<file path="config.mk">
export PLATFORM = sky130hd
export DESIGN_NAME = sign_narrow_unit
export DESIGN_NICKNAME = d
export VERILOG_FILES = /design/src/rtl/sign_narrow_unit.sv
export SDC_FILE = /design/constraint.sdc
export NUM_CORES = 1
export LEC_CHECK = 0
export BUFFER_PORTS_ARGS = -buffer_cell sky130_fd_sc_hd__buf_2
export CORE_MARGIN = 2
export CORE_UTILIZATION = 44
export DETAILED_ROUTE_END_ITERATION = 7
export PLACE_DENSITY = 0.81
export SETUP_SLACK_MARGIN = 0.05
export SYNTH_ARGS = -nofsm -noshare
export SYNTH_HDL_FRONTEND = slang
export SYNTH_SLANG_ARGS = --single-unit
</file>
<file path="constraint.sdc">
create_clock -name clk -period 1.9 [get_ports clk]
set_input_delay 0.57 -clock clk [delete_from_list [all_inputs] [get_ports clk]]
set_output_delay 0.57 -clock clk [all_outputs]
set_load 0.005 [all_outputs]
</file>
<file path="src/rtl/sign_narrow_unit.sv">
// Signed IN_W -> OUT_W narrowing with overflow detect, truncate/saturate and a 2-entry output FIFO.
// Optional macro SIGN_NARROW_CNT_EN adds the saturating overflow event counter (ovf_count).
module sign_narrow_unit #(
    parameter int IN_W  = 32,
    parameter int OUT_W = 16,
    parameter int CNT_W = 8
) (
    input  logic             clk,
    input  logic             rst_n,
    input  logic             in_valid,
    output logic             in_ready,
    input  logic [IN_W-1:0]  in_data,
    input  logic             sat_mode,
    output logic             out_valid,
    input  logic             out_ready,
    output logic [OUT_W-1:0] out_data,
    output logic             out_ovf,
    input  logic             clr_sticky,
    output logic             sticky_ovf,
    output logic [CNT_W-1:0] ovf_count
);

    typedef enum logic [1:0] {EMPTY, ONE, TWO} state_t;

    state_t             state, state_nxt;
    logic               accept, deliver;
    logic               ovf;
    logic [OUT_W-1:0]   narrow;
    logic [IN_W-OUT_W:0] top_bits;
    logic [OUT_W-1:0]   head_data, tail_data;
    logic               head_ovf, tail_ovf;

    // The value fits iff every bit from the OUT_W sign position upward agrees.
    assign top_bits = in_data[IN_W-1:OUT_W-1];

    always_comb begin
        ovf    = !((&top_bits) || !(|top_bits));
        narrow = in_data[OUT_W-1:0];
        if (ovf && sat_mode) begin
            narrow = in_data[IN_W-1] ? {1'b1, {(OUT_W-1){1'b0}}}
                                     : {1'b0, {(OUT_W-1){1'b1}}};
        end
    end

    assign accept = in_valid && in_ready;
    assign deliver = out_valid && out_ready;

    always_ff @(posedge clk or negedge rst_n) begin
        if (!rst_n) state <= EMPTY;
        else        state <= state_nxt;
    end

    always_comb begin
        state_nxt = state;
        unique case (state)
            EMPTY: if (accept) state_nxt = ONE;
            ONE: begin
                if (accept && !deliver)      state_nxt = TWO;
                else if (!accept && deliver) state_nxt = EMPTY;
            end
            TWO:     if (deliver) state_nxt = ONE;
            default: state_nxt = EMPTY;
        endcase
    end

    always_comb begin
        in_ready  = (state != TWO);
        out_valid = (state != EMPTY);
    end

    // Head register drives the outputs directly; tail only fills when the head is occupied and held.
    always_ff @(posedge clk or negedge rst_n) begin
        if (!rst_n) begin
            head_data <= '0;
            head_ovf  <= 1'b0;
            tail_data <= '0;
            tail_ovf  <= 1'b0;
        end else begin
            if (accept && (state == EMPTY || (state == ONE && deliver))) begin
                head_data <= narrow;
                head_ovf  <= ovf;
            end else if (deliver && state == TWO) begin
                head_data <= tail_data;
                head_ovf  <= tail_ovf;
            end
            if (accept && state == ONE && !deliver) begin
                tail_data <= narrow;
                tail_ovf  <= ovf;
            end
        end
    end

    assign out_data = head_data;
    assign out_ovf  = head_ovf;

    always_ff @(posedge clk or negedge rst_n) begin
        if (!rst_n)                sticky_ovf <= 1'b0;
        else if (accept && ovf)    sticky_ovf <= 1'b1;
        else if (clr_sticky)       sticky_ovf <= 1'b0;
    end

`ifdef SIGN_NARROW_CNT_EN
    logic [CNT_W-1:0] cnt;

    // A clear coinciding with an overflowing accept restarts the count at one.
    always_ff @(posedge clk or negedge rst_n) begin
        if (!rst_n) begin
            cnt <= '0;
        end else if (accept && ovf) begin
            if (clr_sticky)  cnt <= CNT_W'(1);
            else if (!(&cnt)) cnt <= cnt + CNT_W'(1);
        end else if (clr_sticky) begin
            cnt <= '0;
        end
    end

    assign ovf_count = cnt;
`else
    assign ovf_count = '0;
`endif

endmodule
</file>
# Word level (Yosys, flattened, before mapping)
# Index checks and enable logic that the tools add are counted.
totals:
  mem_bits_ro: 0
  register_bits: 37
  ram_bits: 0
  mem_count: 0
  latch_bits: 0
  inputBits: 38
classes:
  n_eq_ne: 6
  reduce_logical: 24
  mul: 0
  n_bitwise: 0
  n_shift: 0
  div: 0
  n_lt_le_gt_ge: 0
  addsub: 0
  n_mux: 13
ops:
  columns: ["cell", "count"]
  rows:
  - ["2-to-1 mux 16 bit", 4]
  - ["AND reduction 17 bit", 1]
  - ["OR reduction 17 bit", 1]
  - ["logical AND 1 bit", 11]
  - ["2-to-1 mux 2 bit", 4]
  - ["!= test 2 bit (second input constant)", 3]
  - ["case mux 2 bit (3 select lines)", 1]
  - ["nonzero test 2 bit", 3]
  - ["logical NOT 1 bit", 4]
  - ["2-to-1 mux 1 bit", 4]
  - ["!= test 3 bit (second input constant)", 1]
  - ["AND reduction 3 bit", 1]
  - ["== test 2 x 1 -> 1 bit (second input constant)", 1]
  - ["== test 2 bit (second input constant)", 1]
  - ["logical NOT 2 bit", 1]
  - ["logical OR 1 bit", 2]

# Depth between registers and ports, before layout
depth:
  depth_word: 7
  depth_mapped: 8
  ltp_nobuf: 6

# Worst setup path before layout
# Ideal clock, no wire load.
synth_timing:
  path_type: "input port to flip-flop"
  from: "input in_data[22]"
  to: "register tail_data[0]"
  arrival_ps: 2024
  path_slack_ps: -261
  required_time_ps: 1763
  stages: 8
  setup_ps: 137
  path_cell_list: "nor4_1 nand4_1 or4_4 and4b_1 clkbuf_2 buf_6 a21oi_2 a21oi_1"
synth_via:
  elab_chain_cells: 6
synth_lines:
  columns: ["element", "line", "source"]
  rows:
  - ["start: declaration", "12", "input logic [IN_W-1:0] in_data,"]
  - ["OR reduction 17 bit", "37", "ovf = !((&top_bits) || !(|top_bits));"]
  - ["logical NOT 1 bit", "37", null]
  - ["logical OR 1 bit *", "37", null]
  - ["logical NOT 1 bit *", "37", null]
  - ["logical AND 1 bit *", "39", "if (ovf && sat_mode) begin"]
  - ["2-to-1 mux 16 bit *", "39", null]
  - ["end signal: assignment", "87", "tail_data <= narrow;"]
  - ["end: declaration", "30", "logic [OUT_W-1:0] head_data, tail_data;"]
# Mark *: on every way between the ends. The rest lies on a longest branch, timed or not.
# A chain may end at the register's enable or synchronous reset.

# Final worst setup path
layout_timing:
  from: "input in_data[22]"
  to: "register head_data[4], in the netlist out_data[4]"
layout_via:
  elab_chain_cells: 7
layout_lines:
  columns: ["element", "line", "source"]
  rows:
  - ["OR reduction 17 bit", "37", null]
  - ["logical NOT 1 bit", "37", null]
  - ["logical OR 1 bit *", "37", null]
  - ["logical NOT 1 bit *", "37", null]
  - ["logical AND 1 bit *", "39", null]
  - ["2-to-1 mux 16 bit *", "39", null]
  - ["2-to-1 mux 16 bit *", "79", "if (accept && (state == EMPTY || (state == ONE && deliver))) begin"]
  - ["end signal: assignment", "80", "head_data <= narrow;"]
  - ["end signal: assignment", "83", "head_data <= tail_data;"]
  - ["end: declaration", "30", null]
# Marks and branches as above.

==> results.toml <==
[logic_synthesis]
synth_area_leaders = "dfrtp_1 52%, a22oi_1 6.8%, a21oi_1 6.5%"
yosys.area.top_type = "dfrtp_1"
synth_cell_types = 30
synth_warnings = 0
synth_top_area_frac = 0.5233
yosysSeqAreaShare = 0.5233
syn_inst = 176
syn-cell-area_sq_um = 1769
syn_area_per_cell_sq_um = 10.05
yosys_register_bits = 37

[timing]
fmax_ghz = 0.5129
fin_crit_sh = 1.026
hold_viol = 0
rsz0062_at_grt = "true"
setup_ws_ns = -0.04963
worst_pin_slew_ns = 0.6594
skew_ns = 0.007060
maxSlewViolCount = 0
slew_headroom = 0.5604
setup_viol = 30
min_period_ns = 1.950

[clocking]
numCtsBuffers = 5
cts_hold_buf = 0
clkSlewWorstSetupHoldPaths_ns = 0.08
htree_levels = 2
cts_tree = "done"
clk_path_buf_depth = 2
cts_sinks = 37
root_buffer = "clkbuf_8"
clock_latency_ns = 0.29

[power]
p_int_mw = 2.086
ir_drop_mv = 0.4675
p_sw_mw = 1.052
p_leak_nw = 1.097
p_seq_frac = 0.438
p_total_mw = 3.138
power.density_nw_per_um2 = 1285
clock_power_share = 0.228
pwr-share-comb = 0.334
p_sw_frac = 0.3352

[run_status]
violations = "setup timing"
outcome = "complete, but fails checks"

[die]
start_util = 0.4487
coreArea_sq_um = 3943
fp-row-count = 23
die-area_sq_um = 4544
fp.dieW_um = 67.41
die_h_um = 67.41
io_pins = 66

[global_route]
antenna_found_initial = 0
grt_pass1_wl_um = 7245
grt_max_degree = 33
met3_usage = 0.03667
grtUsageTotal = 0.2158
grt_use_met1 = 0.2740
use_met2 = 0.3601
grt_pass1_vias = 1575
grt.overflow.total = 0
grt-busiest-layer = "met2"

[final_layout]
drive_gt1_frac = 0.4262
diodes = 0
fin_area_sq_um = 2441
final_nets = 282
stdcell_count = 294
fin_util = 0.6192
area_growth_pct = 37.98

[setup_path]
cp-start-kind = "primary input"
reg2reg_slack_ns = 0.32
critPathMaxStageDelay_ns = 0.44
crit_fanout = 15
crit_path_top_delay_cell = "or4_4"
crit_required_ns = 2.05
endpoint_kind = "flop"
arrival_ns = 2.10
crit_type = "primary input to flop"
crit_path_cell_trace = "buf_8 > nor4_4 > nand4_1 > or4_4 > and4b_1 > buf_12 > a21oi_2 > o21ai_0"
path_buf_inv = 2
cpLargestDelayFamily = "simple AND/OR/NAND/NOR gates"

[routing]
drcViolationCount = 0
vias = 1598
vias_per_cell = 5.435
firstDrtPassIters = 4
drt_wl_total_um = 4468
wl_per_cell_um = 15.20
drtIter0Drc = 98
ant_nets = 0

[placed_design]
port_buffers = 57
place_congestion = 0.7156
placed_area_sq_um = 2171
dp_slack_ns = -0.4590
dpl.hpwl_um = 3021
dpl.cell_count = 284

[job]
cap_violations = 0

[min_path]
worstHoldPathType = "primary input to async pin"
-- final timing paths --
kind	startpoint	end	cells after the start
max	in_data[22]	out_data[4]	8
max in group asynchronous	rst_n	out_data[14]	2
min in group clk	clr_sticky	sticky_ovf	2
min	rst_n	tail_data[3]	1
min reg2reg	out_data[14]	out_data[14]	2
max reg2reg	state[1]	out_data[1]	6
-- stage by stage --
stage,setup TNS (ns),hold WS [ns]
6_report,-0.6998,0.1831
4_1_cts,-0.5417,0.1807
5_1_grt,-2.610,0.1977
2_1_floorplan,-5.929,0.2744
3_3_place_gp,-9.889,0.4899
3_5_place_dp,-12.84,0.5007
-- per-layer routing --
metal | wire, um | part of all wire
met3 | 316 | 0.071
met2 | 2211 | 0.49
met5 | 0 | 0
met1 | 1878 | 0.42
met4 | 61 | 0.014
-- state kept, by name, summed over array words and instances (netlist names) --
signal	cells
tail_ovf	1
sticky_ovf	1
out_data	16
out_ovf	1
state	2
tail_data	16
-- synth_stat cells --
library cell and count:
nor4_2 2, nand2_1 4, buf_4 8, a22oi_1 16
and2_1 1, nor2_1 20, a21oi_4 1, mux2i_1 2
o31ai_1 1, nand3_1 1, a21oi_2 9, nand2b_1 3
nor4_1 2, or4_4 1, or2_2 2, dfrtp_1 37
buf_6 2, and4b_1 1, clkbuf_1 6, nand3b_1 1
nand4_1 5, ha_1 1, inv_1 3, o21ai_0 9
o21ai_1 10, conb_1 1, clkbuf_2 1, o22ai_1 2
nand3_2 1, a21oi_1 23
-- power by group through the flow --
stage | registers [mW] | logic [mW] | clock network [mW]
floorplan | 1.36 | 0.583 | 0
global placement | 1.37 | 0.956 | 0
detailed placement | 1.38 | 1.01 | 0
CTS | 1.37 | 1.03 | 0.730
global route | 1.42 | 1.20 | 0.762
finish | 1.37 | 1.05 | 0.716
-- area by class of cell --
cell class              instances  area [sq um]
clock buffers                   6         82.58
repair buffers                 70         485.5
inverters                       3         11.26
fillers                       347          1501
flip-flops and latches         37         925.9
well taps                      50         62.56
clock inverters                 2         37.54
multi-input cells             126         835.8
-- cells by family after synthesis --
| group | after synthesis | synth area share |
|---|---|---|
| compound gates | 71 | 0.2518 |
| simple gates | 44 | 0.1358 |
| flops | 37 | 0.5233 |
| buf+inv | 20 | 0.06860 |
| mux | 2 | 0.01132 |
| fa+ha+maj | 1 | 0.007071 |
| other cells | 1 | 0.002120 |
-- cells in the final DEF (no fill, tap or decap), types with 2 or more instances in the layout --
| cell type | count |
|---|---|
| o22ai_1 | 2 |
| a21oi_4 | 3 |
| nand4_1 | 5 |
| buf_12 | 3 |
| nand2b_1 | 3 |
| a21oi_2 | 14 |
| a21oi_1 | 16 |
| conb_1 | 8 |
| dfrtp_1 | 37 |
| nor2_1 | 19 |
| nand2_1 | 4 |
| buf_4 | 8 |
| clkbuf_8 | 6 |
| nor4_4 | 3 |
| inv_1 | 3 |
| o21ai_1 | 14 |
| a22oi_1 | 16 |
| o21ai_0 | 5 |
| buf_6 | 6 |
| buf_2 | 51 |
| or2_2 | 2 |
-- what timing repair did --
action | 4_1_cts | 5_1_grt
gates resized for setup | 16 | 13
gates cloned | 1 | 0
setup buffers | 1 | 0
pin swaps | 2 | 2
setup endpoints to repair | 32 | 33
(Power assumes the default switching activity.)
